**src/rtl/brick_ram_arbiter.sv**
```systemverilog
// Brick-map RAM owner: arbitrates loader writes, video reads and collision read-clear RMW,
// and tracks the live brick count. Optional macro COL_STARVE_GUARD_EN adds a collision starvation guard.
module brick_ram_arbiter #(
  parameter int ADDR_W   = 6,
  parameter int DATA_W   = 2,
  parameter int MAX_WAIT = 8
) (
  input  logic              clk,
  input  logic              rst,
  input  logic              ld_start,
  input  logic              ld_active,
  input  logic              ld_valid,
  input  logic [ADDR_W-1:0] ld_addr,
  input  logic [DATA_W-1:0] ld_data,
  output logic              ld_ready,
  input  logic              vid_req,
  input  logic [ADDR_W-1:0] vid_addr,
  output logic              vid_rvalid,
  output logic [DATA_W-1:0] vid_rdata,
  input  logic              col_req,
  input  logic [ADDR_W-1:0] col_addr,
  output logic              col_gnt,
  output logic              col_done,
  output logic              col_hit,
  output logic [ADDR_W-1:0] ram_addr,
  output logic              ram_we,
  output logic [DATA_W-1:0] ram_wdata,
  input  logic [DATA_W-1:0] ram_rdata,
  output logic [ADDR_W:0]   brick_cnt,
  output logic              all_clear
);

  typedef enum logic [1:0] {IDLE = 2'd0, RD = 2'd1, WB = 2'd2} state_t;

  localparam int              CNT_W   = ADDR_W + 1;
  localparam logic [CNT_W-1:0] CNT_MAX = {1'b1, {ADDR_W{1'b0}}};

  state_t              state_q, state_d;
  logic [ADDR_W-1:0]   col_addr_q;
  logic                rd_vid_q;
  logic [DATA_W-1:0]   vid_hold_q;
  logic [CNT_W-1:0]    cnt_q;
  logic                all_clear_q;
  logic                hit, gnt_wb, gnt_ld, gnt_vid, gnt_col, col_ok, col_pri;

`ifdef COL_STARVE_GUARD_EN
  localparam int                WAIT_W   = $clog2(MAX_WAIT + 1);
  localparam logic [WAIT_W-1:0] WAIT_TOP = WAIT_W'(MAX_WAIT);
  logic [WAIT_W-1:0] wait_q;

  // Load windows pause the count rather than restarting it.
  always_ff @(posedge clk or negedge rst)
    if (!rst)                                   wait_q <= '0;
    else if (!col_req || gnt_col)               wait_q <= '0;
    else if (!ld_active && wait_q != WAIT_TOP)  wait_q <= wait_q + 1'b1;

  assign col_pri = (wait_q == WAIT_TOP);
`else
  assign col_pri = 1'b0;
`endif

  // Grants are suppressed while reset is held so every output reads 0.
  always_comb begin
    hit      = (state_q == RD) && (ram_rdata != '0);
    gnt_wb   = rst && hit;
    gnt_ld   = rst && !gnt_wb && ld_active && ld_valid;
    col_ok   = rst && col_req && !ld_active && (state_q != RD);
    gnt_vid  = rst && !gnt_wb && !gnt_ld && vid_req && !(col_ok && col_pri);
    gnt_col  = col_ok && !gnt_vid;

    ram_addr  = '0;
    ram_we    = 1'b0;
    ram_wdata = '0;
    if (gnt_wb) begin
      ram_addr = col_addr_q;
      ram_we   = 1'b1;
    end else if (gnt_ld) begin
      ram_addr  = ld_addr;
      ram_we    = 1'b1;
      ram_wdata = ld_data;
    end else if (gnt_vid) begin
      ram_addr = vid_addr;
    end else if (gnt_col) begin
      ram_addr = col_addr;
    end
  end

  // WB is a tail state only; the clear itself is issued from RD, so a new read may start here.
  always_comb begin
    state_d = state_q;
    unique case (state_q)
      IDLE, WB: state_d = gnt_col ? RD : IDLE;
      RD:       state_d = hit ? WB : IDLE;
      default:  state_d = IDLE;
    endcase
  end

  always_ff @(posedge clk or negedge rst) begin
    if (!rst) begin
      state_q     <= IDLE;
      col_addr_q  <= '0;
      rd_vid_q    <= 1'b0;
      vid_hold_q  <= '0;
      cnt_q       <= '0;
      all_clear_q <= 1'b0;
    end else begin
      state_q     <= state_d;
      rd_vid_q    <= gnt_vid;
      vid_hold_q  <= vid_rdata;
      if (gnt_col) col_addr_q <= col_addr;
      all_clear_q <= gnt_wb && !ld_start && (cnt_q == CNT_W'(1));
      if (ld_start)
        cnt_q <= '0;
      else if (gnt_ld && ld_data != '0 && cnt_q != CNT_MAX)
        cnt_q <= cnt_q + 1'b1;
      else if (gnt_wb && cnt_q != '0)
        cnt_q <= cnt_q - 1'b1;
    end
  end

  assign ld_ready   = gnt_ld;
  assign col_gnt    = gnt_col;
  assign col_done   = (state_q == RD);
  assign col_hit    = hit;
  assign vid_rvalid = rd_vid_q;
  assign vid_rdata  = rd_vid_q ? ram_rdata : vid_hold_q;
  assign brick_cnt  = cnt_q;
  assign all_clear  = all_clear_q;

endmodule

```
**config.mk**
```make
export PLATFORM = sky130hd
export DESIGN_NAME = brick_ram_arbiter
export DESIGN_NICKNAME = d
export VERILOG_FILES = /design/src/rtl/brick_ram_arbiter.sv
export SDC_FILE = /design/constraint.sdc
export NUM_CORES = 1
export LEC_CHECK = 0
export ABC_AREA = 1
export BUFFER_PORTS_ARGS = -buffer_cell sky130_fd_sc_hd__buf_2
export CORE_ASPECT_RATIO = 0.6
export CORE_MARGIN = 2
export CORE_UTILIZATION = 27
export DETAILED_ROUTE_END_ITERATION = 8
export PLACE_DENSITY = 0.63
export SLEW_MARGIN = 20
export SYNTH_ARGS = -nofsm -noshare
export SYNTH_HDL_FRONTEND = slang
export SYNTH_SLANG_ARGS = --single-unit
export TNS_END_PERCENT = 20
```
**constraint.sdc**
```tcl
create_clock -name clk -period 1.42 [get_ports clk]
set_input_delay 0.284 -clock clk [delete_from_list [all_inputs] [get_ports clk]]
set_output_delay 0.284 -clock clk [all_outputs]
set_load 0.01 [all_outputs]
```
=== Word level (Yosys, flattened, before mapping) ===
Index checks and enable logic that the tools add are counted.

* Add/sub/neg operators: 2
* Equal/unequal tests: 5
* Mux-type cells: 15
* Reductions and logical operators: 27

{| class="wikitable"
|+ Operators with widths
! cell !! number
|-
| 6-bit 2-to-1 mux || 4
|-
| 7-bit 2-to-1 mux || 3
|-
| 1-bit logical AND || 16
|-
| 2-bit 2-to-1 mux || 4
|-
| 7-bit by 1-bit adder with 7-bit output, second input constant || 1
|-
| 7-bit by 1-bit equality test with 1-bit output, second input constant || 1
|-
| 7-bit inequality test, second input constant || 1
|-
| 7-bit nonzero test || 1
|-
| 7-bit by 1-bit subtractor with 7-bit output, second input constant || 1
|-
| 1-bit zero test || 5
|-
| 2-bit case mux with 2 select lines || 1
|-
| 2-bit nonzero test || 2
|-
| 1-bit 2-to-1 mux || 3
|-
| 3-bit nonzero test || 1
|-
| 2-bit by 1-bit equality test with 1-bit output, second input constant || 1
|-
| 2-bit equality test, second input constant || 1
|-
| 2-bit zero test || 1
|-
| 2-bit by 1-bit inequality test with 1-bit output, second input constant || 1
|-
| 2-bit OR reduction || 1
|}

* Register bits: 19
* Output and inout port bits: 24
* Logic and storage cells: 55

=== Depth between registers and ports, before layout ===
* Word-level depth: 16
* Gate-level depth with buffers: 9
* Mapped depth without buffers: 9

=== Worst setup path after synthesis ===
OpenSTA, ideal clock, no wires.

* Path type: reg-to-output
* Start: reg state_q[1]
* End: out ram_addr[2]
* Data arrival time: 1.265 ns
* Required time: 1.136 ns
* Path slack: -0.129 ns
* Stages on the path, launching flop included: 9
* Buffers on the path: 1
* Cell sequence: dfrtp_1 -> nor2_8 -> nand2_4 -> nand3_1 -> nand2_2 -> inv_2 -> buf_6 -> nand2_2 -> a21oi_2

* Word-level cells in the longest chain between the ends: 16

{| class="wikitable"
|+ Ends and longest elaborated chain
! item !! line !! RTL
|-
| from (decl) || 38 || <nowiki>state_t state_q, state_d;</nowiki>
|-
| from (signal assigned) || 107 || <nowiki>state_q <= state_d;</nowiki>
|-
| 2-bit by 1-bit equality test with 1-bit output * || n/a ||
|-
| named net col_done || 23 || <nowiki>output logic col_done,</nowiki>
|-
| 1-bit logical AND * || 64 || <nowiki>hit = (state_q == RD) && (ram_rdata != '0);</nowiki>
|-
| 1-bit logical AND * || 65 || <nowiki>gnt_wb = rst && hit;</nowiki>
|-
| 1-bit zero test * || 66, 68 ||
|-
| 1-bit logical AND * || 66, 68 ||
|-
| 1-bit logical AND (2 in a row) || 66 || <nowiki>gnt_ld = rst && !gnt_wb && ld_active && ld_valid;</nowiki>
|-
| 1-bit zero test || 68 || <nowiki>gnt_vid = rst && !gnt_wb && !gnt_ld && vid_req && !(col_ok && col_pri);</nowiki>
|-
| 1-bit logical AND * (2 in a row) || 68 ||
|-
| 1-bit zero test * || 69 || <nowiki>gnt_col = col_ok && !gnt_vid;</nowiki>
|-
| 1-bit logical AND * || 69 ||
|-
| named net col_gnt || 22 || <nowiki>output logic col_gnt,</nowiki>
|-
| 6-bit 2-to-1 mux * || 83 || <nowiki>end else if (gnt_col) begin</nowiki>
|-
| 6-bit 2-to-1 mux * || 81 || <nowiki>end else if (gnt_vid) begin</nowiki>
|-
| 6-bit 2-to-1 mux * || 77 || <nowiki>end else if (gnt_ld) begin</nowiki>
|-
| 6-bit 2-to-1 mux * || 74 || <nowiki>if (gnt_wb) begin</nowiki>
|-
| to (decl) || 25 || <nowiki>output logic [ADDR_W-1:0] ram_addr,</nowiki>
|}

Mark *: on every way through the listed nets, which the timed path passes. The rest lies on a longest branch.

=== Final worst setup path ===
* Start: reg state_q[1]
* End: out ram_addr[0]

* Word-level cells in the longest chain between the ends: 16

{| class="wikitable"
|+ Ends and longest elaborated chain
! item !! line !! RTL
|-
| 2-bit by 1-bit equality test with 1-bit output * || 64 ||
|-
| 1-bit logical AND * || 64 ||
|-
| 1-bit logical AND * || 65 ||
|-
| 1-bit zero test * || 66, 68 ||
|-
| 1-bit logical AND * || 66, 68 ||
|-
| 1-bit logical AND (2 in a row) || 66 ||
|-
| 1-bit zero test || 68 ||
|-
| 1-bit logical AND * (2 in a row) || 68 ||
|-
| named net gnt_vid || 44 || <nowiki>logic hit, gnt_wb, gnt_ld, gnt_vid, gnt_col, col_ok, col_pri;</nowiki>
|-
| 1-bit zero test || 69 ||
|-
| 1-bit logical AND || 69 ||
|-
| 6-bit 2-to-1 mux || 83 ||
|-
| 6-bit 2-to-1 mux * || 81 ||
|-
| 6-bit 2-to-1 mux * || 77 ||
|-
| 6-bit 2-to-1 mux * || 74 ||
|}

Marks and branches as above.

==> results.json <==
{
  "ctsHtreeMaxLevel": 1,
  "post-route-period-util_pct": 132,
  "multi_input_area_um2": 932,
  "wl_um": 4310,
  "ys_ff_latch": 19,
  "cts_buffers": 3,
  "critPathMaxStageDelay_ns": 0.43,
  "required_ns": 1.14,
  "critPathMaxFanout": 7,
  "start_util_pct": 28.0,
  "seq_area_um2": 478,
  "avgSynthCellArea_um2": 7.86,
  "drive_gt1_share_pct": 49.5,
  "critPathKind": "reg2out",
  "hold_viol_final": 0,
  "rows": 20,
  "hold_class": "in2async",
  "dieArea_um2": 5850,
  "cts_tree": "done",
  "grt-ovfl-total": 0,
  "power_density_nw_per_um2": 1050,
  "grt_pass1_vias": 1502,
  "gp_congestion": 0.926,
  "avgRoutedWirePerCell_um": 12.7,
  "violations": "setup timing",
  "first_pass_iters": 5,
  "worstPathCellList": "nor2_8 > nand2_4 > nand3_4 > nor2_4 > buf_6 > a21oi_1 > a21oi_2 > buf_2",
  "regToRegStartpoint": "state_q[0]",
  "clock_skew_ns": 0.00314,
  "cpLargestDelayFamily": "flip-flops",
  "slew_violations": 0,
  "final_util_pct": 44.3,
  "fillers": 509,
  "n_antenna_cell": 0,
  "hpwl_um": 3500,
  "grt_max_degree": 12,
  "crit_slowest_cell": "dfrtp_1",
  "crit_arrival_ns": 1.59,
  "grt_setup_unrepaired": "true",
  "detail_route.iter0.violations": 83,
  "seq_area_frac_synth_pct": 33.6,
  "fin_setup_tns_ns": -4.92,
  "syn_area_um2": 1420,
  "vias_per_cell": 4.63,
  "p_switching_w": 0.000962,
  "synthCells": 180,
  "cap_violations": 0,
  "whs_ns": 0.127,
  "max_freq_mhz": 535,
  "slew_headroom_pct": 81.0,
  "nets": 307,
  "cp.buffers_inverters": 2,
  "num_io_pins": 53,
  "gr-usage-all-layers_pct": 15.9,
  "cp-end-kind": "output pin",
  "setup_slack_ns": -0.450,
  "intPower_w": 0.00139,
  "die_w_um": 97.5,
  "clock_latency_ns": 0.26,
  "setup_viol": 19,
  "antenna_found_initial": 0,
  "drc_errors": 0,
  "period_needed_ns": 1.87,
  "die-height_um": 60.1,
  "ant_nets": 0,
  "cts.sink_count": 19,
  "ir_drop_v": 0.000345,
  "port_buffers": 52,
  "pwr-share-seq_pct": 30.8,
  "cp-start-kind": "flop",
  "ctsLongestPathBuffers": 2,
  "crit_path_start": "state_q[1]",
  "status": "finished, violations left",
  "combPwrFrac_pct": 52.4,
  "root_buffer": "clkbuf_8",
  "core_area_um2": 5050,
  "p_leak_nw": 1.16,
  "ctsHoldBuffers": 0,
  "vias": 1570,
  "p_clk_share_pct": 16.8,
  "ys_types": 29,
  "grt_first_pass_wirelength_um": 7250,
  "switching_share_pct": 40.9,
  "syn-num-nets": 213,
  "clk_pin_slew_worst_paths_ns": 0.08,
  "syn2layout_area_growth_pct": 58.2,
  "tightest_slew_ns": 0.284,
  "yosysWarnings": 0
}
## cell type report
cell class	instances	share of cell area (%)
flip-flops and latches	19	21.4
inverters	21	3.86
multi-input cells	136	41.6
clock inverters	1	0.224
well taps	66	3.69
clock buffers	3	1.84
repair inverters	1	0.335
repair buffers	92	27.1
## registers in the layout, indices dropped and copies added, names as in the netlist
register / cells
brick_cnt: 7
col_addr_q: 6
state_q: 2
vid_hold_q: 2
all_clear: 1
vid_rvalid: 1
## what timing repair did
| action | in CTS | in global routing |
|---|---|---|
| cloned | 1 | 0 |
| gates resized for setup | 14 | 10 |
| pin swaps | 2 | 1 |
| buffers inserted | 3 | 3 |
| endpoints found under the setup margin | 19 | 24 |
## Yosys cell counts
library cell / number / area share, %
nand2_1: 45 / 12
xor2_1: 3 / 1.9
inv_1: 19 / 5.0
ha_1: 4 / 3.5
nor2_2: 3 / 1.3
inv_2: 2 / 0.53
o21ai_1: 1 / 0.35
nor3_1: 1 / 0.35
nor2_4: 2 / 1.6
nand3_4: 1 / 1.2
nor2_8: 3 / 4.2
o2111ai_1: 4 / 2.5
xnor2_1: 3 / 1.9
nand4_1: 8 / 3.5
o22ai_1: 2 / 0.88
nand3_1: 20 / 7.1
a21oi_1: 5 / 1.8
a21oi_2: 1 / 0.62
nand3_2: 1 / 0.71
nand2_2: 3 / 1.3
dfrtp_1: 19 / 34
o21ai_2: 1 / 0.62
o21ai_0: 9 / 3.2
nand2_4: 3 / 2.4
nand4_2: 1 / 0.88
nor3_2: 1 / 0.71
nor2_1: 10 / 2.7
buf_6: 4 / 3.2
nand3b_1: 1 / 0.53
## metal layers
metal	up-vias	part of all wire, %	track usage [%]
li1	788	-	-
met1	737	56	24.2
met2	38	38	22.2
met3	7	5.1	4.33
met4	0	1.1	3.57
met5	-	0	0
## logic make-up (layout without fill, tap and decap cells)
logic type | count (synthesis) | after routing | synth area share [%]
xor+xnor | 6 | 6 | 3.71
fa+ha+maj | 4 | 4 | 3.54
compound gates | 23 | 23 | 9.90
simple gates | 103 | 103 | 40.5
flops | 19 | 19 | 33.6
buf+inv | 25 | 118 | 8.75
## worst reg2reg max path, cell delays in order (launching register included)
cell and delay [ns]:
dfrtp_1 0.39, inv_2 0.10, nor2_8 0.06, nand2_4 0.09
nand3_4 0.12, buf_12 0.16, nor2_8 0.17, nand2_8 0.11
nand2_8 0.10, nand4_1 0.12, nand2_1 0.09
## layout by cell type (no fill, tap or decap), drive strengths merged
cell and n:
o22ai 2, xor2 3, inv 21, nand3 22, clkinv 1, nand4 9, nor2 18, buf 92
clkbuf 3, clkinvlp 1, nand3b 1, nor3 2, o21ai 11, ha 4, xnor2 3, dfrtp 19
a21oi 6, o2111ai 4, nand2 51
## power by group through the flow
stage          Sequential [W]  Clock (W)  Combinational, W
2_1_floorplan        0.000763          0          0.000710
3_3_place_gp         0.000732          0           0.00116
3_5_place_dp         0.000738          0           0.00118
4_1_cts              0.000725   0.000412           0.00121
5_1_grt              0.000739   0.000433           0.00137
6_report             0.000725   0.000396           0.00123
## worst paths after layout
kind / to / slack (ns) / cells after the start
max: ram_addr[0] / -0.45 / 8
min: vid_rvalid / 0.13 / 3
max reg2reg: brick_cnt[3] / -0.14 / 10
min reg2reg: col_addr_q[2] / 0.49 / 2
max in group asynchronous: brick_cnt[0] / 1.02 / 4
min in group clk: col_addr_q[4] / 0.25 / 3
## stage by stage
stage	std cells	instance area (um^2)	power (W)	setup WS, ns
detailed placement	328	2040	0.00192	-0.246
global route	339	2240	0.00254	-0.530
finish	339	2240	0.00235	-0.450
floorplan	180	1460	0.00147	-0.0337
global placement	328	2040	0.00189	-0.212
CTS	336	2180	0.00235	-0.451
(Power assumes the default switching activity.)
